<file path="config.mk">
export PLATFORM = sky130hd
export DESIGN_NAME = dot8_lane_packer
export DESIGN_NICKNAME = d
export VERILOG_FILES = /design/src/rtl/dot8_lane_packer.sv
export SDC_FILE = /design/constraint.sdc
export NUM_CORES = 1
export LEC_CHECK = 0
export ABC_AREA = 0
export BUFFER_PORTS_ARGS = -buffer_cell sky130_fd_sc_hd__buf_2
export CORE_UTILIZATION = 57
export DETAILED_ROUTE_END_ITERATION = 7
export PLACE_DENSITY = 0.8
export SKIP_LAST_GASP = 1
export SLEW_MARGIN = 10
export SYNTH_ARGS = -nofsm -noshare
export SYNTH_HDL_FRONTEND = slang
export SYNTH_SLANG_ARGS = --single-unit
</file>
<file path="constraint.sdc">
create_clock -name clk -period 2.42 [get_ports clk]
set_input_delay 0.484 -clock clk [delete_from_list [all_inputs] [get_ports clk]]
set_output_delay 0.484 -clock clk [all_outputs]
set_load 0.05 [all_outputs]
</file>
<file path="src/rtl/dot8_lane_packer.sv">
// Packs a serial stream of (a,b) element pairs into 8-lane groups for the dot unit.
// Define DOT8_PACK_STATS_EN to add the grp_count / vec_count / pad_lanes statistics outputs.
module dot8_lane_packer #(
    parameter int IWIDTH = 8,
    parameter int LANES  = 8
) (
    input  logic                    clk,
    input  logic                    rst,
    input  logic [IWIDTH-1:0]       in_a,
    input  logic [IWIDTH-1:0]       in_b,
    input  logic                    in_valid,
    input  logic                    in_last,
    output logic                    in_ready,
    output logic [LANES*IWIDTH-1:0] vec0,
    output logic [LANES*IWIDTH-1:0] vec1,
    output logic                    ovalid,
    output logic                    olast
`ifdef DOT8_PACK_STATS_EN
    ,
    output logic [31:0]             grp_count,
    output logic [31:0]             vec_count,
    output logic [2:0]              pad_lanes
`endif
);
    localparam int IDXW = $clog2(LANES);
    localparam logic [IDXW-1:0] LAST_IDX = IDXW'(LANES - 1);

    typedef enum logic {FILL, GAP} state_e;
    // Index LANES-1 is the top slice, so lane k lives at index LANES-1-k.
    typedef logic [LANES-1:0][IWIDTH-1:0] lanes_t;

    state_e          state_q, state_d;
    logic [IDXW-1:0] idx_q, idx_d;
    lanes_t          a_buf_q, a_buf_d, b_buf_q, b_buf_d;
    lanes_t          a_merge, b_merge;
    lanes_t          vec0_q, vec0_d, vec1_q, vec1_d;
    logic            ovalid_q, ovalid_d, olast_q, olast_d;
    logic            accept, emit;
    logic [IDXW-1:0] lane_sel;

    assign in_ready = (state_q == FILL) && !rst;
    assign accept   = in_valid && in_ready;
    assign emit     = accept && ((idx_q == LAST_IDX) || in_last);
    assign lane_sel = LAST_IDX - idx_q;

    always_comb begin
        // NOTE: every _d takes its hold value first so no path through the case can infer a latch.
        state_d  = state_q;
        idx_d    = idx_q;
        a_buf_d  = a_buf_q;
        b_buf_d  = b_buf_q;
        vec0_d   = vec0_q;
        vec1_d   = vec1_q;
        ovalid_d = 1'b0;
        olast_d  = 1'b0;

        a_merge           = a_buf_q;
        b_merge           = b_buf_q;
        a_merge[lane_sel] = in_a;
        b_merge[lane_sel] = in_b;

        case (state_q)
            FILL: begin
                if (emit) begin
                    vec0_d   = a_merge;
                    vec1_d   = b_merge;
                    a_buf_d  = '0;
                    b_buf_d  = '0;
                    idx_d    = '0;
                    ovalid_d = 1'b1;
                    olast_d  = in_last;
                    if (in_last) state_d = GAP;
                end else if (accept) begin
                    a_buf_d = a_merge;
                    b_buf_d = b_merge;
                    idx_d   = idx_q + 1'b1;
                end
            end
            // One-cycle bubble so the downstream accumulator sees vectors apart.
            GAP:     state_d = FILL;
            default: state_d = FILL;
        endcase
    end

    always_ff @(posedge clk) begin
        // NOTE: sequential state uses <= so every register samples pre-edge values; the
        // assembly buffers are small registers, not RAM, so they are reset along with the rest.
        if (rst) begin
            state_q  <= FILL;
            idx_q    <= '0;
            a_buf_q  <= '0;
            b_buf_q  <= '0;
            vec0_q   <= '0;
            vec1_q   <= '0;
            ovalid_q <= 1'b0;
            olast_q  <= 1'b0;
        end else begin
            state_q  <= state_d;
            idx_q    <= idx_d;
            a_buf_q  <= a_buf_d;
            b_buf_q  <= b_buf_d;
            vec0_q   <= vec0_d;
            vec1_q   <= vec1_d;
            ovalid_q <= ovalid_d;
            olast_q  <= olast_d;
        end
    end

    assign vec0   = vec0_q;
    assign vec1   = vec1_q;
    assign ovalid = ovalid_q;
    assign olast  = olast_q;

`ifdef DOT8_PACK_STATS_EN
    logic [31:0] grp_count_q, vec_count_q;
    logic [2:0]  pad_lanes_q;

    // Lanes above the emitting index are the padded ones, which is exactly lane_sel.
    always_ff @(posedge clk) begin
        if (rst) begin
            grp_count_q <= '0;
            vec_count_q <= '0;
            pad_lanes_q <= '0;
        end else if (emit) begin
            grp_count_q <= grp_count_q + 32'd1;
            if (in_last) vec_count_q <= vec_count_q + 32'd1;
            pad_lanes_q <= 3'(lane_sel);
        end
    end

    assign grp_count = grp_count_q;
    assign vec_count = vec_count_q;
    assign pad_lanes = pad_lanes_q;
`endif

endmodule
</file>
Word-level counts from Yosys, hierarchy flattened:

Index checks and enable logic that the tools add are counted.

* register bits: 262
* bits of input ports: 20
* output and inout port bits: 131

* add/sub/neg operators: 2
* magnitude comparators: 2
* equality and inequality tests: 1
* mux-type cells: 14
* bitwise operators: 2
* reduce and logical (&&, ||, !) cells: 11

Operator list (count)
* $mux 64: 4
* $bwmux 64: 2
* $demux 8 s3: 1
* $mux 8: 1
* $mux 3: 2
* $logic_and 1x1->1: 4
* $lt 3x4->1 const B: 1
* $reduce_and 2->1: 2
* $add 3x1->3 const B: 1
* $eq 3x3->1 const B: 1
* $ge 3x1->1 const B: 1
* $mux 1: 3
* $reduce_or 3->1: 1
* $sub 3x3->3 const A: 1
* $not 1->1: 2
* $pmux 1 s2: 1
* $reduce_bool 2->1: 1
* $reduce_or 2->1: 1
* $logic_not 1->1: 1
* $logic_or 1x1->1: 1

Logic depth before layout (Yosys ltp):

* depth after elaboration: 8
* gate-level depth with buffers: 7
* gate-level depth less buffers: 5

Worst setup path after synthesis:

No wires, ideal clock.

* path kind: input -> output
* from: input rst
* to: output in_ready
* data arrival time: 1679 ps
* required time: 1936 ps
* setup slack: 257 ps
* stages on the path: 4
* buffers on the path: 3
* path through: buf_2 -> clkbuf_1 -> clkbuf_1 -> nor2_1

* longest elaborated chain between the ends: 2

RTL lines
* start, declared: line 8 `input logic rst,`
* $logic_not 1->1: line 41 `assign in_ready = (state_q == FILL) && !rst;`
* $logic_and 1x1->1: line 41
* end, declared: line 13 `output logic in_ready,`

Every way passes these cells.

Final worst setup path:

* from: register idx_q[2]
* to: register vec1_q (netlist bit vec1[61])

* longest elaborated chain between the ends: 6
* elaborated cells between the ends (all ways): 11

RTL lines
* start, declared: line 33 `logic [IDXW-1:0] idx_q, idx_d;`
* start signal, assigned: line 99 `idx_q <= idx_d;`
* $sub 3x3->3: line 44 `assign lane_sel = LAST_IDX - idx_q;`
* $lt 3x4->1 (not written as such) or $ge 3x1->1 (tied branches): line 60 `b_merge[lane_sel] = in_b;`
* $logic_and 1x1->1 (not written as such): line 60
* $mux 8 (not written as such): line 60
* $demux 8 s3: line 60
* $bwmux 64: line 60
* end signal, assigned: line 103 `vec1_q <= vec1_d;`
* end, declared: line 36 `lanes_t vec0_q, vec0_d, vec1_q, vec1_d;`

Several ways; a longest one is shown, not always the timed one.
A chain may end at the register's enable or synchronous reset.

==> flow_summary.yaml <==
power_and_ir_drop:
  power.density_nw_per_um2: 796
  combPwrFrac_pct: 11.5
  p_clk_share_pct: 44.3
  pwr-share-seq_pct: 44.2
  cellInternalPower_mw: 7.51
  switching_share_pct: 26.3
  p_sw_mw: 2.68
  ir_drop_mv: 0.562
  p_leak_nw: 4.32
global_routing:
  grt_pass1_wl_mm: 52.6
  grt_usage_pct: 33.5
  grt_pass1_vias: 9527
  grt_max_degree: 149
  grt-ovfl-total: 0
  antenna_found_initial: 0
critical_path:
  path_delay_family: "flip-flops"
  cp_max_fo: 19
  regToRegSetupSlack_ps: 200
  cp_slowest_stage_delay_ps: 720
  worst_r2r_endpoint: "vec1[61]"
  critPathKind: "reg -> reg"
  cp_data_required_time_ps: 2850
  cp_slowest_cell: "dfxtp_1"
  crit_arrival_ps: 2650
  worst_r2r_path_depth: 5
  end_kind: "register"
  crit_chain: "ha_1 > or2_4 > buf_4 > a21oi_1 > a311oi_1"
  cp.buffers_inverters: 1
  timing.rr.start: "idx_q[2]"
  start_kind: "register"
placement:
  dp_worst_setup_slack_ps: 222
  hpwlAfterDp_mm: 20.6
  gp_congestion: 0.843
  portBuffers: 150
clocking:
  insertion_delay_ps: 540
  ctsHtreeMaxLevel: 1
  clkTransAtPathRegs_ps: 60
  cts_tree: "yes"
  ctsHoldBuffers: 0
  clock_sinks: 262
  cts_root_buffer: "clkbuf_16"
  cts-resized-gates: 0
  cts.path.max_buffers: 3
  cts_setup_buffers: 0
  numCtsBuffers: 26
sta:
  worst_pin_slew_ps: 757
  finalSetupViolCount: 0
  relSlewSlack_pct: 49.5
  worst_slack_ps: 201
  finalSetupTns_ps: 0
  rsz0062_at_grt: "no"
  slew_violations: 0
  period_minus_slack_ps: 2220
  min_period_over_period_pct: 91.7
  fmax_mhz: 451
  hold_violations: 0
  fin_skew_ps: 9.04
synth:
  yosysSeqAreaShare_pct: 47.9
  syn_area_um2: 10900
  synth_cells: 1295
  yosys_warnings: 0
  synth.top_cell.area_share_pct: 47.9
  synth_top_area_cell: "dfxtp_1"
  synth_cell_types: 34
  synthTopCellsByArea: "dfxtp_1 48%, nand2_1 11%, a311oi_1 10%"
  synthesis.nets: 1317
  avgSynthCellArea_um2: 8.45
  ys_seq_elements: 262
floorplanning:
  die-area_um2: 19800
  num_io_pins: 151
  initial_core_util_pct: 58.3
  die_width_um: 141
  coreArea_um2: 18800
  num_rows: 50
  die_h_um: 141
route:
  via_count: 10400
  drtIter0Drc: 1193
  ant_nets: 0
  drcViolationCount: 0
  dr.pass1.iters: 6
  wl_per_cell_um: 20.7
  routed_wl_mm: 33.7
  routed_via_density: 6.38
worst_hold_path:
  holdPathEnd: "state_q"
  worstHoldStart: "in_last"
  holdPathStages: 2
  hold_path.class: "in -> reg"
final_layout:
  areaGrowthSynthToFinish_pct: 16.9
  drive_gt1_share_pct: 18.6
  final_nets: 1400
  n_antenna_cell: 0
  layout_common_cells: "321 x nand2_1, 262 x dfxtp_1, 149 x buf_2, 132 x a21oi_1"
  mostFrequentLayoutCell: "nand2_1"
  fillers: 1501
job:
  cap_violations: 0
outcome:
  outcome: "completed"
## worst reg2reg max path, stage by stage (launching register included)
cell	delay, ps
dfxtp_1	720
ha_1	330
or2_4	350
buf_4	310
a21oi_1	120
a311oi_1	290
## layer usage
layer	share of wire (%)	track usage (%)	routed length, um	up-vias
met4	2.5	12.4	859	0
met2	45	52.9	15100	637
li1	-	-	-	4793
met5	0	0	0	-
met3	11	5.03	3700	72
met1	42	46.6	14100	4909
## power by group through the flow
stage                     Combinational [mW]  Clock (mW)  Sequential [mW]
after global placement                  1.14           0             4.60
after floorplan                        0.476           0             4.95
final                                   1.18        4.51             4.51
after detailed placement                1.16           0             4.60
after CTS                               1.16        4.53             4.50
after global routing                    1.23        4.73             4.51
## kinds of logic after synthesis
family / Yosys count / share of synthesized area (%)
flops: 262 / 47.9
simple gates: 369 / 14.3
buf+inv: 267 / 10.1
compound gates: 395 / 27.5
fa+ha+maj: 2 / 0.229
## Yosys cell counts
master,number
nor2_1,2
buf_4,8
nand2_2,1
or3b_2,2
a21oi_1,132
nor3b_2,2
nor2_4,1
buf_6,1
or3b_1,1
nand3_2,1
a21oi_4,6
ha_1,2
nand2b_1,3
and2_1,2
or3_1,2
and3_1,1
clkbuf_1,77
a21oi_2,1
nor3_1,1
or2_1,1
nand3b_1,9
nor2b_1,11
inv_1,126
buf_2,53
or3b_4,1
and3b_1,3
o32ai_1,128
buf_1,2
nor3b_1,1
nor3b_4,1
a311oi_1,128
nand3_1,2
nand2_1,321
dfxtp_1,262
## cell type report
cell class,instances,area (um^2),share of cell area [%]
Clock buffer,35,746,5.82
Tap cell,234,293,2.29
Timing Repair Buffer,196,1200,9.41
Multi-Input combinational cell,766,4620,36.1
Clock inverter,13,219,1.71
Inverter,126,473,3.69
Sequential cell,262,5250,41.0
## state kept, by name, indices dropped and copies added (netlist names)
name	count
a_buf_q	64
b_buf_q	64
idx_q	3
olast	1
ovalid	1
state_q	1
vec0	64
vec1	64
## worst max-delay path by stage
stage | slack (ps) | cells past startpoint | from | end
final | 200 | 5 | idx_q[2] | vec1[61]
after global routing | 80 | 5 | idx_q[2] | vec1[61]
after detailed placement | 220 | 5 | idx_q[2] | vec1[61]
after global placement | 280 | 4 | rst | a_buf_q[47]
after CTS | 210 | 5 | idx_q[2] | vec1[61]
after floorplan | 260 | 4 | rst | in_ready
## metrics by stage
stage	util [%]	std cells	power, mW	instance area (um^2)	hold slack, ps
3_5_place_dp	63.1	1584	5.76	11800	465
5_1_grt	68.2	1632	10.5	12800	271
3_3_place_gp	63.1	1584	5.74	11800	461
6_report	68.2	1632	10.2	12800	265
4_1_cts	68.2	1632	10.2	12800	256
2_1_floorplan	-	1295	5.43	10900	453
(Power assumes the default switching activity.)
